[src/rtl/multdiv_seq.sv]
// Sequential signed 32-bit multiply (radix-2 Booth) and divide (restoring)
// engine that borrows an external ADD/SUB ALU for every arithmetic step.
module multdiv_seq (
  input  logic        clock,
  input  logic        reset,
  input  logic        ctrl_MULT,
  input  logic        ctrl_DIV,
  input  logic [31:0] data_operandA,
  input  logic [31:0] data_operandB,
  output logic [4:0]  alu_opcode,
  output logic [31:0] alu_inA,
  output logic [31:0] alu_inB,
  input  logic [31:0] alu_result,
  output logic [31:0] data_result,
  output logic        data_exception,
  output logic        data_resultRDY,
  output logic        busy
);

  localparam int unsigned W  = 32;
  localparam int unsigned CW = 6;
  localparam logic [4:0]    OP_ADD   = 5'b00000;
  localparam logic [4:0]    OP_SUB   = 5'b00001;
  localparam logic [CW-1:0] ITER_END = CW'(W);
  localparam logic [W-1:0]  INT_MIN  = 32'h8000_0000;
  localparam logic [W-1:0]  NEG_ONE  = 32'hFFFF_FFFF;

  typedef enum logic [2:0] {IDLE, MUL, DIV, FIXUP, DONE} state_t;

  state_t        state;
  logic [CW-1:0] cnt;
  logic [W-1:0]  p_hi;   // Booth upper product / divide partial remainder
  logic [W-1:0]  p_lo;   // Booth multiplier bits / divide dividend->quotient
  logic          p_q;    // Booth q-1
  logic [W-1:0]  mcand;  // multiplicand or divisor magnitude
  logic          neg_q;
  logic          div_ovf;

  logic [W-1:0]  div_rem_c;
  logic [W-1:0]  abs_a_c;
  logic [W-1:0]  abs_b_c;
  logic [W-1:0]  mul_hi_c;
  logic [W-1:0]  mul_lo_c;
  logic [CW-1:0] cnt_nxt_c;
  logic          alu_ovf_c;
  logic          res_sign_c;
  logic          div_borrow_c;

  // Shared ALU steering per state
  always_comb begin
    alu_opcode = OP_ADD;
    alu_inA    = '0;
    alu_inB    = '0;
    div_rem_c  = {p_hi[W-2:0], p_lo[W-1]};
    case (state)
      MUL: begin
        alu_inA = p_hi;
        case ({p_lo[0], p_q})
          2'b01:   alu_inB = mcand;
          2'b10: begin
            alu_opcode = OP_SUB;
            alu_inB    = mcand;
          end
          default: alu_inB = '0;
        endcase
      end
      DIV: begin
        alu_opcode = OP_SUB;
        alu_inA    = div_rem_c;
        alu_inB    = mcand;
      end
      FIXUP: begin
        alu_opcode = neg_q ? OP_SUB : OP_ADD;
        alu_inB    = p_lo;
      end
      default: ;
    endcase
  end

  // Step helpers; the Booth shift takes the true sign so a -2^31 multiplicand cannot wrap
  always_comb begin
    if (alu_opcode == OP_SUB)
      alu_ovf_c = (alu_inA[W-1] != alu_inB[W-1]) && (alu_result[W-1] != alu_inA[W-1]);
    else
      alu_ovf_c = (alu_inA[W-1] == alu_inB[W-1]) && (alu_result[W-1] != alu_inA[W-1]);
    res_sign_c   = alu_result[W-1] ^ alu_ovf_c;
    mul_hi_c     = {res_sign_c, alu_result[W-1:1]};
    mul_lo_c     = {alu_result[0], p_lo[W-1:1]};
    div_borrow_c = (~alu_inA[W-1] & alu_inB[W-1]) |
                   (~(alu_inA[W-1] ^ alu_inB[W-1]) & alu_result[W-1]);
    cnt_nxt_c    = cnt + CW'(1);
    abs_a_c      = data_operandA[W-1] ? (~data_operandA) + W'(1) : data_operandA;
    abs_b_c      = data_operandB[W-1] ? (~data_operandB) + W'(1) : data_operandB;
  end

  always_ff @(posedge clock) begin
    if (!reset) begin
      state          <= IDLE;
      cnt            <= '0;
      p_hi           <= '0;
      p_lo           <= '0;
      p_q            <= 1'b0;
      mcand          <= '0;
      neg_q          <= 1'b0;
      div_ovf        <= 1'b0;
      data_result    <= '0;
      data_exception <= 1'b0;
      data_resultRDY <= 1'b0;
      busy           <= 1'b0;
    end else begin
      case (state)
        IDLE: begin
          data_resultRDY <= 1'b0;
          if (ctrl_MULT) begin
            mcand <= data_operandA;
            p_hi  <= '0;
            p_lo  <= data_operandB;
            p_q   <= 1'b0;
            cnt   <= '0;
            busy  <= 1'b1;
            state <= MUL;
          end else if (ctrl_DIV) begin
            if (data_operandB == '0) begin
              data_result    <= '0;
              data_exception <= 1'b1;
              data_resultRDY <= 1'b1;
              state          <= DONE;
            end else begin
              mcand   <= abs_b_c;
              p_hi    <= '0;
              p_lo    <= abs_a_c;
              neg_q   <= data_operandA[W-1] ^ data_operandB[W-1];
              div_ovf <= (data_operandA == INT_MIN) && (data_operandB == NEG_ONE);
              cnt     <= '0;
              busy    <= 1'b1;
              state   <= DIV;
            end
          end
        end
        MUL: begin
          p_hi <= mul_hi_c;
          p_lo <= mul_lo_c;
          p_q  <= p_lo[0];
          cnt  <= cnt_nxt_c;
          if (cnt_nxt_c == ITER_END) begin
            data_result    <= mul_lo_c;
            data_exception <= (mul_hi_c != {W{mul_lo_c[W-1]}});
            data_resultRDY <= 1'b1;
            busy           <= 1'b0;
            state          <= DONE;
          end
        end
        DIV: begin
          p_hi <= div_borrow_c ? div_rem_c : alu_result;
          p_lo <= {p_lo[W-2:0], ~div_borrow_c};
          cnt  <= cnt_nxt_c;
          if (cnt_nxt_c == ITER_END)
            state <= FIXUP;
        end
        FIXUP: begin
          data_result    <= div_ovf ? '0 : alu_result;
          data_exception <= div_ovf;
          data_resultRDY <= 1'b1;
          busy           <= 1'b0;
          state          <= DONE;
        end
        DONE: begin
          data_resultRDY <= 1'b0;
          busy           <= 1'b0;
          state          <= IDLE;
        end
        default: state <= IDLE;
      endcase
    end
  end

endmodule

[config.mk]
export PLATFORM = sky130hd
export DESIGN_NAME = multdiv_seq
export DESIGN_NICKNAME = d
export VERILOG_FILES = /design/src/rtl/multdiv_seq.sv
export SDC_FILE = /design/constraint.sdc
export NUM_CORES = 1
export LEC_CHECK = 0
export CORE_ASPECT_RATIO = 1.2
export CORE_MARGIN = 3
export CORE_UTILIZATION = 38
export CTS_CLUSTER_SIZE = 30
export DETAILED_ROUTE_END_ITERATION = 16
export PLACE_DENSITY = 0.65
export SYNTH_ARGS = -nofsm -noshare
export SYNTH_HDL_FRONTEND = slang
export SYNTH_SLANG_ARGS = --single-unit
[constraint.sdc]
create_clock -name clock -period 3.7 [get_ports clock]
set_clock_uncertainty 0.05 [all_clocks]
set_input_delay 0.74 -clock clock [delete_from_list [all_inputs] [get_ports clock]]
set_output_delay 0.74 -clock clock [all_outputs]
set_load 0.02 [all_outputs]
==> impl_metrics.ini, run 1 <==
[grt]
antenna_found_initial = 0
grt_use_met2_pct = 42.6
met3_usage_pct = 4.68
grt_pass1_vias = 9852
grt_max_degree = 117
grt_usage_pct = 26.8
top_usage_layer = met2
grt_first_pass_wirelength_um = 56500
overflow = 0
met1_usage_pct = 37.3

[power]
p_comb_share_pct = 38.6
cellPowerDensity_mw_per_mm2 = 514
p_leak_nw = 4.55
p_int_w = 0.00418
power_w = 0.00664
power_frac_clock_pct = 27.9
netSwitchingPower_w = 0.00246
seq_power_share_pct = 33.6
vdd_ir_drop_max_uv = 323
swShare_pct = 37.0

[sta]
finalCritPeriodShare_pct = 96.0
worst_pin_slew_ns = 0.947
max_freq_mhz = 282
whs_ns = 0.411
drv_slew = 0
worst_slack_ns = 0.148
fin_crit_ns = 3.55
setup_tns_ns = 0
finalHoldViolations = 0
setup_violations = 0
rsz0062_at_grt = false
relSlewSlack_pct = 36.8

[routing]
viasPerCell = 6.32
drt-pass1-iter-count = 6
drcViolationCount = 0
wl_per_cell_um = 22.0
antenna_left = 0
routed_wl_um = 37300
drt_iter0_markers = 1269
vias = 10700

[hold_path]
hp-class = reg2reg

[clock_network]
clk_pin_slew_worst_paths_ns = 0.06
clockBufferDepth = 2
cts_tree = yes
cts_max_level = 4
cts_buffers = 17
insertion_delay_ns = 0.42
cts_hold_buf = 0
cts_num_sinks = 143
cts_setup_buffers = 0
root_buffer = clkbuf_16

[floorplan]
row_count = 62
coreArea_mm2 = 0.0241
die_x_um = 149
io_pins = 204
initial_core_util_pct = 38.9
die_h_um = 178
die-area_mm2 = 0.0266

[worst_setup_path]
required_ns = 2.91
crit_path_top_delay_cell = clkdlybuf4s50_1
cp_cell_sequence = nor2b_2 > nand2_1 > a21oi_2 > buf_6 > a22o_1 > clkdlybuf4s50_1
worst-path-max-fanout = 31
end_kind = output pin
r2r_slack_ns = 0.43
cp-start-kind = register
crit_end = alu_inB[20]
worstSetupStartpoint = state[1]$_SDFFE_PN0P_
r2r-start = state[1]$_SDFFE_PN0P_
critPathKind = reg2out
max_stage_delay_ns = 0.63
r2r_cells = 9
r2r-end = data_exception$_SDFFE_PN0P_
cp.arrival_ns = 2.76

[synth]
seq_area_frac_synth_pct = 30.5
synth.avg_cell_area_um2 = 8.10
async_flop_share_pct = 0
synth_cell_types = 66
synthSimpleGateAreaFrac_pct = 16.1
synth_adder_area_share_pct = 0.800
synth.cell_area_mm2 = 0.00938
ys.flop_type = dfxtp_1
yosysWarnings = 0
synthMuxAreaShare_pct = 6.49
ys_ff_latch = 143
synth_xor_area_share_pct = 4.57
synth_compound_area_share_pct = 35.4
synth_top_family_by_area = compound AO/OA/AOI/OAI gates
synth-edff-count = 0
syn_inst = 1159

[finish]
n_antenna_cell = 0
ff_latch_area_mm2 = 0.00286
layout.nets = 1471
drive_gt1_share_pct = 14.6
final_cell_mix = 197 x clkdlybuf4s50_1, 142 x dfxtp_1, 95 x buf_4, 82 x nor2_1, 73 x o21ai_0
final_cell_area_mm2 = 0.0129
multiInputGateArea_mm2 = 0.00602
syn_to_final_growth_pct = 37.6
mostFrequentLayoutCell = clkdlybuf4s50_1
fillers = 2254

[place]
pre_cts_slack_ns = -0.178
hpwl_um = 26600
io_buffers = 199
place_area_mm2 = 0.0123
gp_congestion = 0.931

[flow_run]
drv_cap = 0

[outcome]
status = complete, no violations
==> synth_stat cells, types with 6 or more instances <==
master    count  area [um^2]
nor4_1       18          113
dfxtp_1     143         2860
nand3_1      35          175
buf_1        12         45.0
inv_1        14         52.6
nor3_1       25          125
buf_2        10         50.1
ha_1          6         75.1
o41ai_1       8         70.1
mux2i_1      17          170
o31ai_1      26          195
clkbuf_1     91          342
nand4_1      20          125
a21oi_1      73          365
a22oi_1      53          398
nand2b_1      8         50.1
or4_1        13         97.6
o22ai_1      14         87.6
a22o_1       65          569
xor2_1       16          140
o211ai_1     15          113
or3_1        15         93.8
o21ai_0      73          365
xnor2_1      33          289
a31oi_1      16          100
mux2_2       39          439
buf_4        10         75.1
a222oi_1     42          420
nand2_1      63          236
nor2_1       83          312
a211oi_1     40          300
==> power groups by stage <==
stage                     clock network (W)  logic [W]  registers [W]
final                               0.00185    0.00256        0.00223
after global routing                0.00192    0.00274        0.00226
after CTS                           0.00186    0.00254        0.00221
after detailed placement                  0    0.00253        0.00224
after global placement                    0    0.00249        0.00224
after floorplan                           0    0.00139        0.00221
==> state kept, by name, summed over array words and instances (netlist names), 3 cells and up <==
name	cells
data_result	32
p_hi	32
mcand	32
state	3
cnt	6
p_lo	32
==> metal layers <==
layer | vias to the layer above | wire length [um]
li1 | 4946 | -
met2 | 644 | 17100
met3 | 63 | 3460
met1 | 5074 | 15800
met5 | - | 0
met4 | 0 | 903
==> through the flow <==
stage          utilization [%]  instances
6_report                  53.5       1696
3_3_place_gp              50.9       1666
5_1_grt                   53.5       1696
2_1_floorplan                -       1162
3_5_place_dp              50.9       1666
4_1_cts                   53.5       1696
==> logic make-up (layout without fill, tap and decap cells) <==
kind of cell,Yosys count,count (layout)
AND/OR/NAND/NOR,304,304
AO/OA/AOI/OAI,461,461
other,1,4
flip-flops,143,143
multiplexers,56,56
buffers and inverters,139,353
adder cells (fa/ha/maj),6,6
XOR/XNOR,49,49
==> critical path, delay by kind of cell, from the launching register on <==
family / cells / cell delay, ns
compound gates: 2 / 0.44
simple gates: 2 / 0.41
flops: 1 / 0.55
buf+inv: 2 / 0.93
==> worst min-delay path by stage <==
stage,startpoint,depth (start not counted),endpoint,slack [ns]
2_1_floorplan,mcand[5]$_SDFFE_PN0P_,2,mcand[5]$_SDFFE_PN0P_,0.38
4_1_cts,mcand[5]$_SDFFE_PN0P_,2,mcand[5]$_SDFFE_PN0P_,0.41
3_3_place_gp,mcand[17]$_SDFFE_PN0P_,2,mcand[17]$_SDFFE_PN0P_,0.39
3_5_place_dp,mcand[5]$_SDFFE_PN0P_,2,mcand[5]$_SDFFE_PN0P_,0.40
6_report,mcand[18]$_SDFFE_PN0P_,2,mcand[18]$_SDFFE_PN0P_,0.41
5_1_grt,mcand[5]$_SDFFE_PN0P_,2,mcand[5]$_SDFFE_PN0P_,0.43
==> repair_timing <==
action	4_1_cts	5_1_grt
pin swaps	0	0
hold endpoints to repair	0	0
endpoints found under the setup margin	1	6
resized for setup	1	2
==> cell type report <==
cell class                      count  area share [%]
Clock buffer                       24            3.81
Clock inverter                      6            1.01
Inverter                           16           0.465
Multi-Input combinational cell    880            46.6
Sequential cell                   143            22.2
Tap cell                          320            3.10
Timing Repair Buffer              307            22.8
Note: power is estimated with default switching activity, not from simulation.
==> run 2, diff against run 1 <==
--- a/config.mk
+++ b/config.mk
@@ -5,6 +5,7 @@
 export SDC_FILE = /design/constraint.sdc
 export NUM_CORES = 1
 export LEC_CHECK = 0
+export CAP_MARGIN = 15
 export CORE_ASPECT_RATIO = 1.2
 export CORE_MARGIN = 3
 export CORE_UTILIZATION = 38
==> results of run 2 <==
No change in the layout: final DEF, timing and power equal those of run 1.
